## src/rtl/serial_adder_pkg.sv

```systemverilog
// serial_adder_pkg
//   Shared types and helpers for the serial adder.
//   - state_e      : controller states (IDLE, BUSY, DONE), 2 bits.
//   - cnt_width(n) : width of a beat counter that counts 0..n without wrapping.
package serial_adder_pkg;

    typedef enum logic [1:0] {
        IDLE = 2'd0,
        BUSY = 2'd1,
        DONE = 2'd2
    } state_e;

    // One extra bit over $clog2(n) so the counter can reach n itself.
    function automatic int cnt_width(input int n);
        return $clog2(n) + 1;
    endfunction

endpackage

```

## src/rtl/digit_adder.sv

```systemverilog
// digit_adder
//   Combinational ripple adder of DIGIT full-adder cells.
//   Ports:
//     a, b    [DIGIT-1:0] in  : operand digits
//     cin             in      : carry into bit 0
//     sum     [DIGIT-1:0] out : digit sum
//     cout            out     : carry out of bit DIGIT-1
//     c_top           out     : carry into bit DIGIT-1 (for signed overflow)
module digit_adder #(
    parameter int DIGIT = 4
) (
    input  logic [DIGIT-1:0] a,
    input  logic [DIGIT-1:0] b,
    input  logic             cin,
    output logic [DIGIT-1:0] sum,
    output logic             cout,
    output logic             c_top
);

    logic [DIGIT:0] carry;

    assign carry[0] = cin;

    for (genvar i = 0; i < DIGIT; i++) begin : g_full_adder
        assign sum[i]     = a[i] ^ b[i] ^ carry[i];
        assign carry[i+1] = (a[i] & b[i]) | (a[i] & carry[i]) | (b[i] & carry[i]);
    end

    assign cout  = carry[DIGIT];
    assign c_top = carry[DIGIT-1];

endmodule

```

## src/rtl/serial_adder.sv

```systemverilog
// serial_adder
//   Multi-cycle adder: adds two WIDTH-bit operands plus carry-in, DIGIT bits
//   per clock, over N = WIDTH/DIGIT beats.
//   Optional feature macro: SERIAL_ADDER_SUB_EN adds a 'sub' input; with
//   sub=1 the block computes a - b - cin (cout = inverted borrow).
//
//   Handshake: a transfer happens on a rising edge where valid and ready are
//   both 1. in_ready is high only in IDLE, out_valid only in DONE, so an input
//   and an output transfer never share a cycle.
//
//   Ports:
//     clk, rst_n         : clock, asynchronous active-low reset
//     in_valid/in_ready  : operand handshake
//     a, b [WIDTH-1:0]   : operands
//     cin                : carry-in
//     sub                : (SERIAL_ADDER_SUB_EN only) subtract select
//     out_valid/out_ready: result handshake
//     sum [WIDTH-1:0]    : result, held until the next operation completes
//     cout               : carry out of the MSB
//     overflow           : two's-complement overflow
module serial_adder
    import serial_adder_pkg::*;
#(
    parameter int WIDTH = 32,
    parameter int DIGIT = 4
) (
    input  logic             clk,
    input  logic             rst_n,
    input  logic             in_valid,
    output logic             in_ready,
    input  logic [WIDTH-1:0] a,
    input  logic [WIDTH-1:0] b,
    input  logic             cin,
`ifdef SERIAL_ADDER_SUB_EN
    input  logic             sub,
`endif
    output logic             out_valid,
    input  logic             out_ready,
    output logic [WIDTH-1:0] sum,
    output logic             cout,
    output logic             overflow
);

    localparam int N  = WIDTH / DIGIT;
    localparam int CW = cnt_width(N);

    if (DIGIT < 1 || (WIDTH % DIGIT) != 0) begin : g_bad_digit
        $error("serial_adder: DIGIT (%0d) must divide WIDTH (%0d)", DIGIT, WIDTH);
    end

    state_e           state_q, state_d;
    logic [WIDTH-1:0] a_q, a_d;
    logic [WIDTH-1:0] b_q, b_d;
    logic [WIDTH-1:0] acc_q, acc_d;     // sum shift register, filled from the top
    logic [WIDTH-1:0] sum_q, sum_d;     // visible result, updated only on completion
    logic             carry_q, carry_d;
    logic [CW-1:0]    cnt_q, cnt_d;
    logic             cout_q, cout_d;
    logic             ovf_q, ovf_d;

    // Subtraction is folded in at capture time: b is stored inverted and the
    // carry register starts at ~cin, so the datapath itself only ever adds.
    logic [WIDTH-1:0] b_eff;
    logic             cin_eff;
`ifdef SERIAL_ADDER_SUB_EN
    assign b_eff   = sub ? ~b : b;
    assign cin_eff = sub ? ~cin : cin;
`else
    assign b_eff   = b;
    assign cin_eff = cin;
`endif

    logic [DIGIT-1:0] dig_sum;
    logic             dig_cout;
    logic             dig_c_top;

    digit_adder #(
        .DIGIT(DIGIT)
    ) u_digit_adder (
        .a    (a_q[DIGIT-1:0]),
        .b    (b_q[DIGIT-1:0]),
        .cin  (carry_q),
        .sum  (dig_sum),
        .cout (dig_cout),
        .c_top(dig_c_top)
    );

    always_ff @(posedge clk or negedge rst_n) begin
        if (!rst_n) begin
            state_q <= IDLE;
            a_q     <= '0;
            b_q     <= '0;
            acc_q   <= '0;
            sum_q   <= '0;
            carry_q <= 1'b0;
            cnt_q   <= '0;
            cout_q  <= 1'b0;
            ovf_q   <= 1'b0;
        end else begin
            state_q <= state_d;
            a_q     <= a_d;
            b_q     <= b_d;
            acc_q   <= acc_d;
            sum_q   <= sum_d;
            carry_q <= carry_d;
            cnt_q   <= cnt_d;
            cout_q  <= cout_d;
            ovf_q   <= ovf_d;
        end
    end

    always_comb begin
        state_d = state_q;
        a_d     = a_q;
        b_d     = b_q;
        acc_d   = acc_q;
        sum_d   = sum_q;
        carry_d = carry_q;
        cnt_d   = cnt_q;
        cout_d  = cout_q;
        ovf_d   = ovf_q;

        case (state_q)
            IDLE: begin
                if (in_valid) begin
                    a_d     = a;
                    b_d     = b_eff;
                    carry_d = cin_eff;
                    cnt_d   = '0;
                    state_d = BUSY;
                end
            end
            BUSY: begin
                a_d   = a_q >> DIGIT;
                b_d   = b_q >> DIGIT;
                acc_d = acc_q >> DIGIT;
                acc_d[WIDTH-1 -: DIGIT] = dig_sum;
                carry_d = dig_cout;
                cnt_d   = cnt_q + CW'(1);
                if (cnt_q == CW'(N - 1)) begin
                    // Last beat: the digit adder is working on the MSB digit.
                    sum_d   = acc_d;
                    cout_d  = dig_cout;
                    ovf_d   = dig_cout ^ dig_c_top;
                    state_d = DONE;
                end
            end
            DONE: begin
                if (out_ready) begin
                    state_d = IDLE;
                end
            end
            default: state_d = IDLE;
        endcase
    end

    assign in_ready  = (state_q == IDLE);
    assign out_valid = (state_q == DONE);
    assign sum       = sum_q;
    assign cout      = cout_q;
    assign overflow  = ovf_q;

endmodule

```

## config.mk

```make
export PLATFORM = sky130hd
export DESIGN_NAME = serial_adder
export DESIGN_NICKNAME = d
export VERILOG_FILES = /design/src/rtl/serial_adder_pkg.sv /design/src/rtl/digit_adder.sv /design/src/rtl/serial_adder.sv
export SDC_FILE = /design/constraint.sdc
export NUM_CORES = 1
export LEC_CHECK = 0
export BUFFER_PORTS_ARGS = -buffer_cell sky130_fd_sc_hd__buf_2
export CAP_MARGIN = 5
export CORE_MARGIN = 3
export CORE_UTILIZATION = 60
export DETAILED_ROUTE_END_ITERATION = 16
export PLACE_DENSITY = 0.85
export SYNTH_ARGS = -nofsm -noshare
export SYNTH_HDL_FRONTEND = slang
export SYNTH_SLANG_ARGS = --single-unit
```

## constraint.sdc

```tcl
create_clock -name clk -period 6.8 [get_ports clk]
set_clock_uncertainty 0.15 [all_clocks]
set_input_delay 0.34 -clock clk [delete_from_list [all_inputs] [get_ports clk]]
set_output_delay 0.34 -clock clk [all_outputs]
set_load 0.01 [all_outputs]
```

==> results of run 1 <==
==> registers in the layout, summed over array words and instances, names as in the netlist <==
register / cells
b_q: 32
acc_q: 28
carry_q: 1
overflow: 1
a_q: 32
cout: 1
cnt_q: 4
state_q: 2
sum: 32
==> per-layer routing <==
metal / GRT usage [%] / share of wire, %
met5: 0 / 0
met4: 12.5 / 3.7
met3: 7.08 / 6.0
met2: 48.3 / 51
met1: 34.1 / 39
==> power by group through the flow <==
stage          Combinational (mW)  Sequential, mW  Clock [mW]
4_1_cts                     0.989            1.36       0.886
2_1_floorplan               0.671            1.32           0
3_3_place_gp                0.896            1.34           0
6_report                    0.985            1.36       0.875
5_1_grt                      1.10            1.40       0.924
3_5_place_dp                0.937            1.36           0
==> timing repair <==
action	4_1_cts	5_1_grt
hold buffers	55	0
gates resized for setup	0	0
hold endpoints to repair	120	0
==> cell usage after synthesis (all sizes together) <==
master and instances:
a2bb2oi 6, a22oi 56, nor2b 17, mux2i 4, nand3 3, nand2b 1
and3b 1, ha 1, buf 10, o21bai 1, a21o 1, or3 1
xnor2 1, a21oi 14, clkbuf 31, inv 12, fa 4, mux2 31
and2 2, nor2 2, a32o 1, dfrtp 133, a22o 4, nand2 130
o21ai 65
==> final cells by class <==
| cell class | count | area (um^2) | share of cell area (%) |
|---|---|---|---|
| multi-input cells | 346 | 2190 | 29.5 |
| repair buffers | 164 | 1110 | 15.1 |
| clock inverters | 14 | 141 | 1.91 |
| well taps | 129 | 161 | 2.18 |
| clock buffers | 18 | 428 | 5.78 |
| inverters | 12 | 45.0 | 0.608 |
| flip-flops and latches | 133 | 3330 | 45.0 |
==> worst paths after layout <==
check	from	endpoint
max	state_q[1]$_DFFE_PN0P_	carry_q$_DFFE_PN0P_
min	a[30]	a_q[30]$_DFFE_PN0P_
max reg2reg	state_q[1]$_DFFE_PN0P_	carry_q$_DFFE_PN0P_
min reg2reg	acc_q[7]$_DFFE_PN0P_	acc_q[7]$_DFFE_PN0P_
max in group asynchronous	rst_n	state_q[0]$_DFFE_PN0P_
min in group asynchronous	rst_n	sum[25]$_DFFE_PN0P_
==> worst register-to-register path, cell delays in order, from the launching register on <==
cell and delay, ns:
dfrtp_2 1.05, nand2b_1 0.99, a2bb2oi_1 0.21, o21ai_0 0.11
==> logic make-up after synthesis <==
family,count (synthesis)
xor+xnor,1
mux,35
simple gates,157
fa+ha+maj,5
buf+inv,53
compound gates,148
flops,133
==> placed cells by master, fill, tap and decap left out, types with 3 or more instances in the layout <==
| cell | n |
|---|---|
| o21ai_0 | 65 |
| inv_6 | 6 |
| mux2_2 | 5 |
| a2bb2oi_1 | 6 |
| inv_1 | 12 |
| a21oi_1 | 14 |
| a22o_1 | 4 |
| nand3_1 | 3 |
| nor2b_1 | 15 |
| clkinv_4 | 5 |
| buf_2 | 103 |
| dlygate4sd3_1 | 55 |
| mux2i_1 | 4 |
| mux2_4 | 26 |
| buf_4 | 5 |
| nand2_1 | 130 |
| fa_1 | 4 |
| dfrtp_1 | 131 |
| clkbuf_16 | 16 |
| a22oi_1 | 56 |
==> through the flow <==
stage	std cells	utilization [%]	cell area [um^2]	total power [mW]	hold WS, ns
after floorplan	532	-	5750	1.99	-0.106
after CTS	816	79.8	7410	3.23	0.00524
after detailed placement	729	67.7	6290	2.30	0.216
after global routing	816	79.8	7410	3.43	0.00241
final	816	79.8	7410	3.22	0.00545
after global placement	729	67.7	6290	2.24	0.209
==> results.yml, run 1 <==
pwr:
  p_sw_mw: 1.14
  p_leak_nw: 3.56
  seq_power_share_pct: 42.2
  swShare_pct: 35.5
  clock_power_share_pct: 27.2
  p_int_mw: 2.08
  p_per_area_mw_per_mm2: 435
  max-vdd-ir-drop_mv: 0.264
  power.share.combinational_pct: 30.6
logic_synthesis:
  avgSynthCellArea_um2: 10.8
  yosys.area.top_type_share_pct: 57.9
  synthXorXnorAreaFrac_pct: 0.152
  ys_seq_elements: 133
  synth_compound_area_share_pct: 16.2
  synthSimpleGateAreaFrac_pct: 11.4
  netlist_area_mm2: 0.00575
  yosys_warnings: 0
  yosysSeqAreaShare_pct: 57.9
  synth_nets: 606
  synthMuxAreaShare_pct: 8.47
  synth_cell_types: 29
  synth_top_cells_by_area: "dfrtp_1, nand2_1, a22oi_1, mux2_4, o21ai_0"
  synth_top_family_by_area: "compound AO/OA/AOI/OAI gates"
  synth_fa_ha_area_share_pct: 1.61
  netlist_instances: 532
  yosysTopAreaCell: "dfrtp_1"
floorplan:
  fp.coreArea_mm2: 0.00928
  ios: 105
  die-area_mm2: 0.0108
  die_h_um: 104
  rows: 35
  initial_core_util_pct: 61.9
  die_x_um: 104
route:
  routed_wl_um: 14500
  drtIter0Drc: 319
  antenna_left: 0
  wl_per_cell_um: 17.8
  via_count: 4643
  first_pass_iters: 5
  drc: 0
  drt-vias-per-instance: 5.69
clock_tree:
  cts_max_path_buffers: 2
  numCtsBuffers: 17
  cts_setup_buffers: 0
  root_buffer: "clkbuf_8"
  clkTransAtPathRegs_ns: 0.07
  cts_tree: "built"
  htree_levels: 4
  cts.sink_count: 133
  clk_latency_ns: 0.52
job:
  drv_cap: 0
critical_path:
  worst_path_max_delay_cell: "dfrtp_2"
  cp.depth: 3
  arrival_ns: 2.88
  critPathCaptureType: "flip-flop"
  cp_cell_sequence: "nand2b_1 -> a2bb2oi_1 -> o21ai_0"
  critPathKind: "flip-flop to flip-flop"
  worstRegToRegCells: 3
  critPathBufInv: 0
  crit_family: "flip-flops"
  cp.required_ns: 7.02
  start_kind: "flip-flop"
  reg2reg_slack_ns: 4.14
  max_stage_delay_ns: 1.05
  worst-path-max-fanout: 68
sta:
  period_share_pct: 39.2
  slew_headroom_pct: 22.4
  timing_hold_violations_final: 0
  rsz0062_at_grt: "no"
  fin_crit_ns: 2.66
  drv_slew: 0
  max_freq_mhz: 376
  finalWorstSetupSlack_ns: 4.14
  worst_slew_pin_slew_ns: 1.16
  tns_ns: 0
  finalSetupViolations: 0
placed_design:
  port_buffers: 104
  dp_hpwl_um: 8140
  place_congestion: 0.774
  dp_slack_ns: 4.21
global_route:
  gr-usage-all-layers_pct: 28.3
  grt_first_pass_wirelength_um: 24200
  grt_pass1_vias: 4907
  grt_max_degree: 69
  antenna_found_initial: 0
  grt-ovfl-total: 0
finish:
  antennaDiodeCount: 0
  fin_nets: 748
  area_delta_synth_final_pct: 28.9
  num-fill-cells: 561
  drive_gt1_share_pct: 25.9
run_status:
  status: "complete, no violations"
min_path:
  hold_depth: 3
  worstHoldPathType: "input port to flip-flop"
No activity file was read; power rests on OpenSTA's default activity.
==> run 2: changes to the inputs <==
CORE_UTILIZATION = 55   (was 60)
PLACE_DENSITY = 0.79   (was 0.85)
clock period = 2.6 ns   (was 6.8 ns; I/O delays follow)
==> results.yml, run 2 (synthesis results as in run 1) <==
placed_design:
  dp.cells: 741
  place_area_mm2: 0.00636
  port_buffers: 104
  dp_slack_ns: 0.156
  dp_hpwl_um: 8610
  place_congestion: 0.744
floorplan:
  rows: 36
  die_x_um: 108
  initial_core_util_pct: 57.7
  die-area_mm2: 0.0117
  fp.coreArea_mm2: 0.00995
  die_h_um: 108
  ios: 105
pwr:
  power.share.combinational_pct: 31.4
  p_per_area_mw_per_mm2: 1120
  max-vdd-ir-drop_mv: 0.556
  clock_power_share_pct: 28.0
  p_sw_mw: 2.90
  power.total_mw: 8.58
  swShare_pct: 33.8
  p_int_mw: 5.68
  p_leak_nw: 3.67
  seq_power_share_pct: 40.6
critical_path:
  worst-path-max-fanout: 3
  max_stage_delay_ns: 0.42
  critPathKind: "flip-flop to flip-flop"
  crit_top_cell: "fa_1"
  start_kind: "flip-flop"
  worstRegToRegCells: 9
  cp_cell_sequence: "inv_1 -> fa_1 -> inv_1 -> fa_1 -> fa_1 -> inv_1 -> fa_1 -> xnor2_1 -> mux2_2"
  r2r_start: "a_q[0]$_DFFE_PN0P_"
  arrival_ns: 2.73
  worst_path_max_delay_cell: "fa_1"
  critPathCaptureType: "flip-flop"
  cp.required_ns: 2.85
  reg2reg_slack_ns: 0.12
  regToRegEndpoint: "overflow$_DFFE_PN0P_"
route:
  wl_met2_um: 7300
  first_pass_iters: 5
  met3_length_um: 906
  antenna_left: 0
  via_count: 4682
  drtIter0Drc: 330
  highest_layer: "met5"
  wl_per_cell_um: 17.3
  drc: 0
  drt-vias-per-instance: 5.57
  met1_length_um: 5950
  routed_wl_um: 14500
sta:
  timing_hold_violations_final: 0
  finalWorstSetupSlack_ns: 0.123
  finalSetupViolations: 0
  drv_slew: 0
  fin_crit_ns: 2.48
  worst_slew_pin_slew_ns: 0.625
  rsz0062_at_grt: "no"
  tns_ns: 0
  slew_headroom_pct: 58.3
  max_freq_mhz: 404
  whs_ns: 0.0733
  period_share_pct: 95.3
finish:
  fin_cells: 841
  num-fill-cells: 640
  area_delta_synth_final_pct: 33.2
  design_area_mm2: 0.00765
  final_common_cell: "dfrtp_1"
  post-route-util_pct: 76.9
  mostFrequentLayoutCells: "dfrtp_1, nand2_1, buf_2"
  drive_gt1_share_pct: 26.0
  antennaDiodeCount: 0
  fin_nets: 770
global_route:
  antenna_found_initial: 1
  gr-usage-all-layers_pct: 26.4
  grt_max_degree: 60
  grt-ovfl-total: 0
  grt_first_pass_wirelength_um: 23800
  grt_pass1_vias: 4864
min_path:
  holdPathEnd: "a_q[3]$_DFFE_PN0P_"
  worstHoldPathType: "input port to flip-flop"
  hold_start: "in_valid"
  hold_depth: 3
clock_tree:
  root_buffer: "clkbuf_8"
  clk_latency_ns: 0.52
  htree_levels: 4
  clkTransAtPathRegs_ns: 0.06
  cts_setup_buffers: 0
  numCtsBuffers: 17
  cts_tree: "built"
  cts_max_path_buffers: 2
  cts.sink_count: 133
job:
  drv_cap: 0
run_status:
  status: "complete, no violations"
-- run 2: changes by cell type in the layout (fill, tap and decap cells not counted), sizes merged --
cell and delta:
clkinvlp +2, buf +8, bufinv +2, clkinv -2, inv -5, dlygate4sd3 +14, clkbuf +2
-- run 2: layer usage --
metal  up-vias  global-route usage, %
met3        36                   7.10
met5         -                      0
met2       198                   43.9
li1       2163                      -
met4         2                   10.1
met1      2283                   33.1
-- run 2: how the worst max path moves through the flow --
stage,start,endpoint,depth (start not counted)
6_report,a_q[0]$_DFFE_PN0P_,overflow$_DFFE_PN0P_,9
5_1_grt,a_q[0]$_DFFE_PN0P_,overflow$_DFFE_PN0P_,9
4_1_cts,a_q[0]$_DFFE_PN0P_,overflow$_DFFE_PN0P_,9
3_5_place_dp,a_q[0]$_DFFE_PN0P_,overflow$_DFFE_PN0P_,9
3_3_place_gp,a_q[0]$_DFFE_PN0P_,overflow$_DFFE_PN0P_,9
2_1_floorplan,a_q[0]$_DFFE_PN0P_,overflow$_DFFE_PN0P_,9
-- run 2: repair_timing --
item / 4_1_cts / 5_1_grt
hold buffers: 69 / 0
hold endpoints to repair: 199 / 0
endpoints found under the setup margin: 0 / 1
gates resized for setup: 0 / 1
-- run 2: power by group through the flow --
stage               logic [mW]  registers [mW]  clock network (mW)
finish                    2.70            3.48                2.40
global route              3.03            3.58                2.52
CTS                       2.70            3.48                2.43
detailed placement        2.59            3.50                   0
global placement          2.47            3.44                   0
floorplan                 1.76            3.46                   0
-- run 2: critical path: cells and delay by family, from the launching register on --
family,cells,cell delay [ns]
adders and majority gates,4,1.23
DFF,1,0.34
muxes,1,0.26
buffers and inverters,3,0.22
xor gates and xnor gates,1,0.15
-- run 2: final cells by class --
type | instances | area [um^2] | share of cell area [%]
Clock buffer | 20 | 445 | 5.82
Clock inverter | 11 | 151 | 1.98
Inverter | 12 | 45.0 | 0.589
Multi-Input combinational cell | 346 | 2190 | 28.6
Sequential cell | 133 | 3330 | 43.5
Tap cell | 133 | 166 | 2.17
Timing Repair Buffer | 186 | 1330 | 17.3
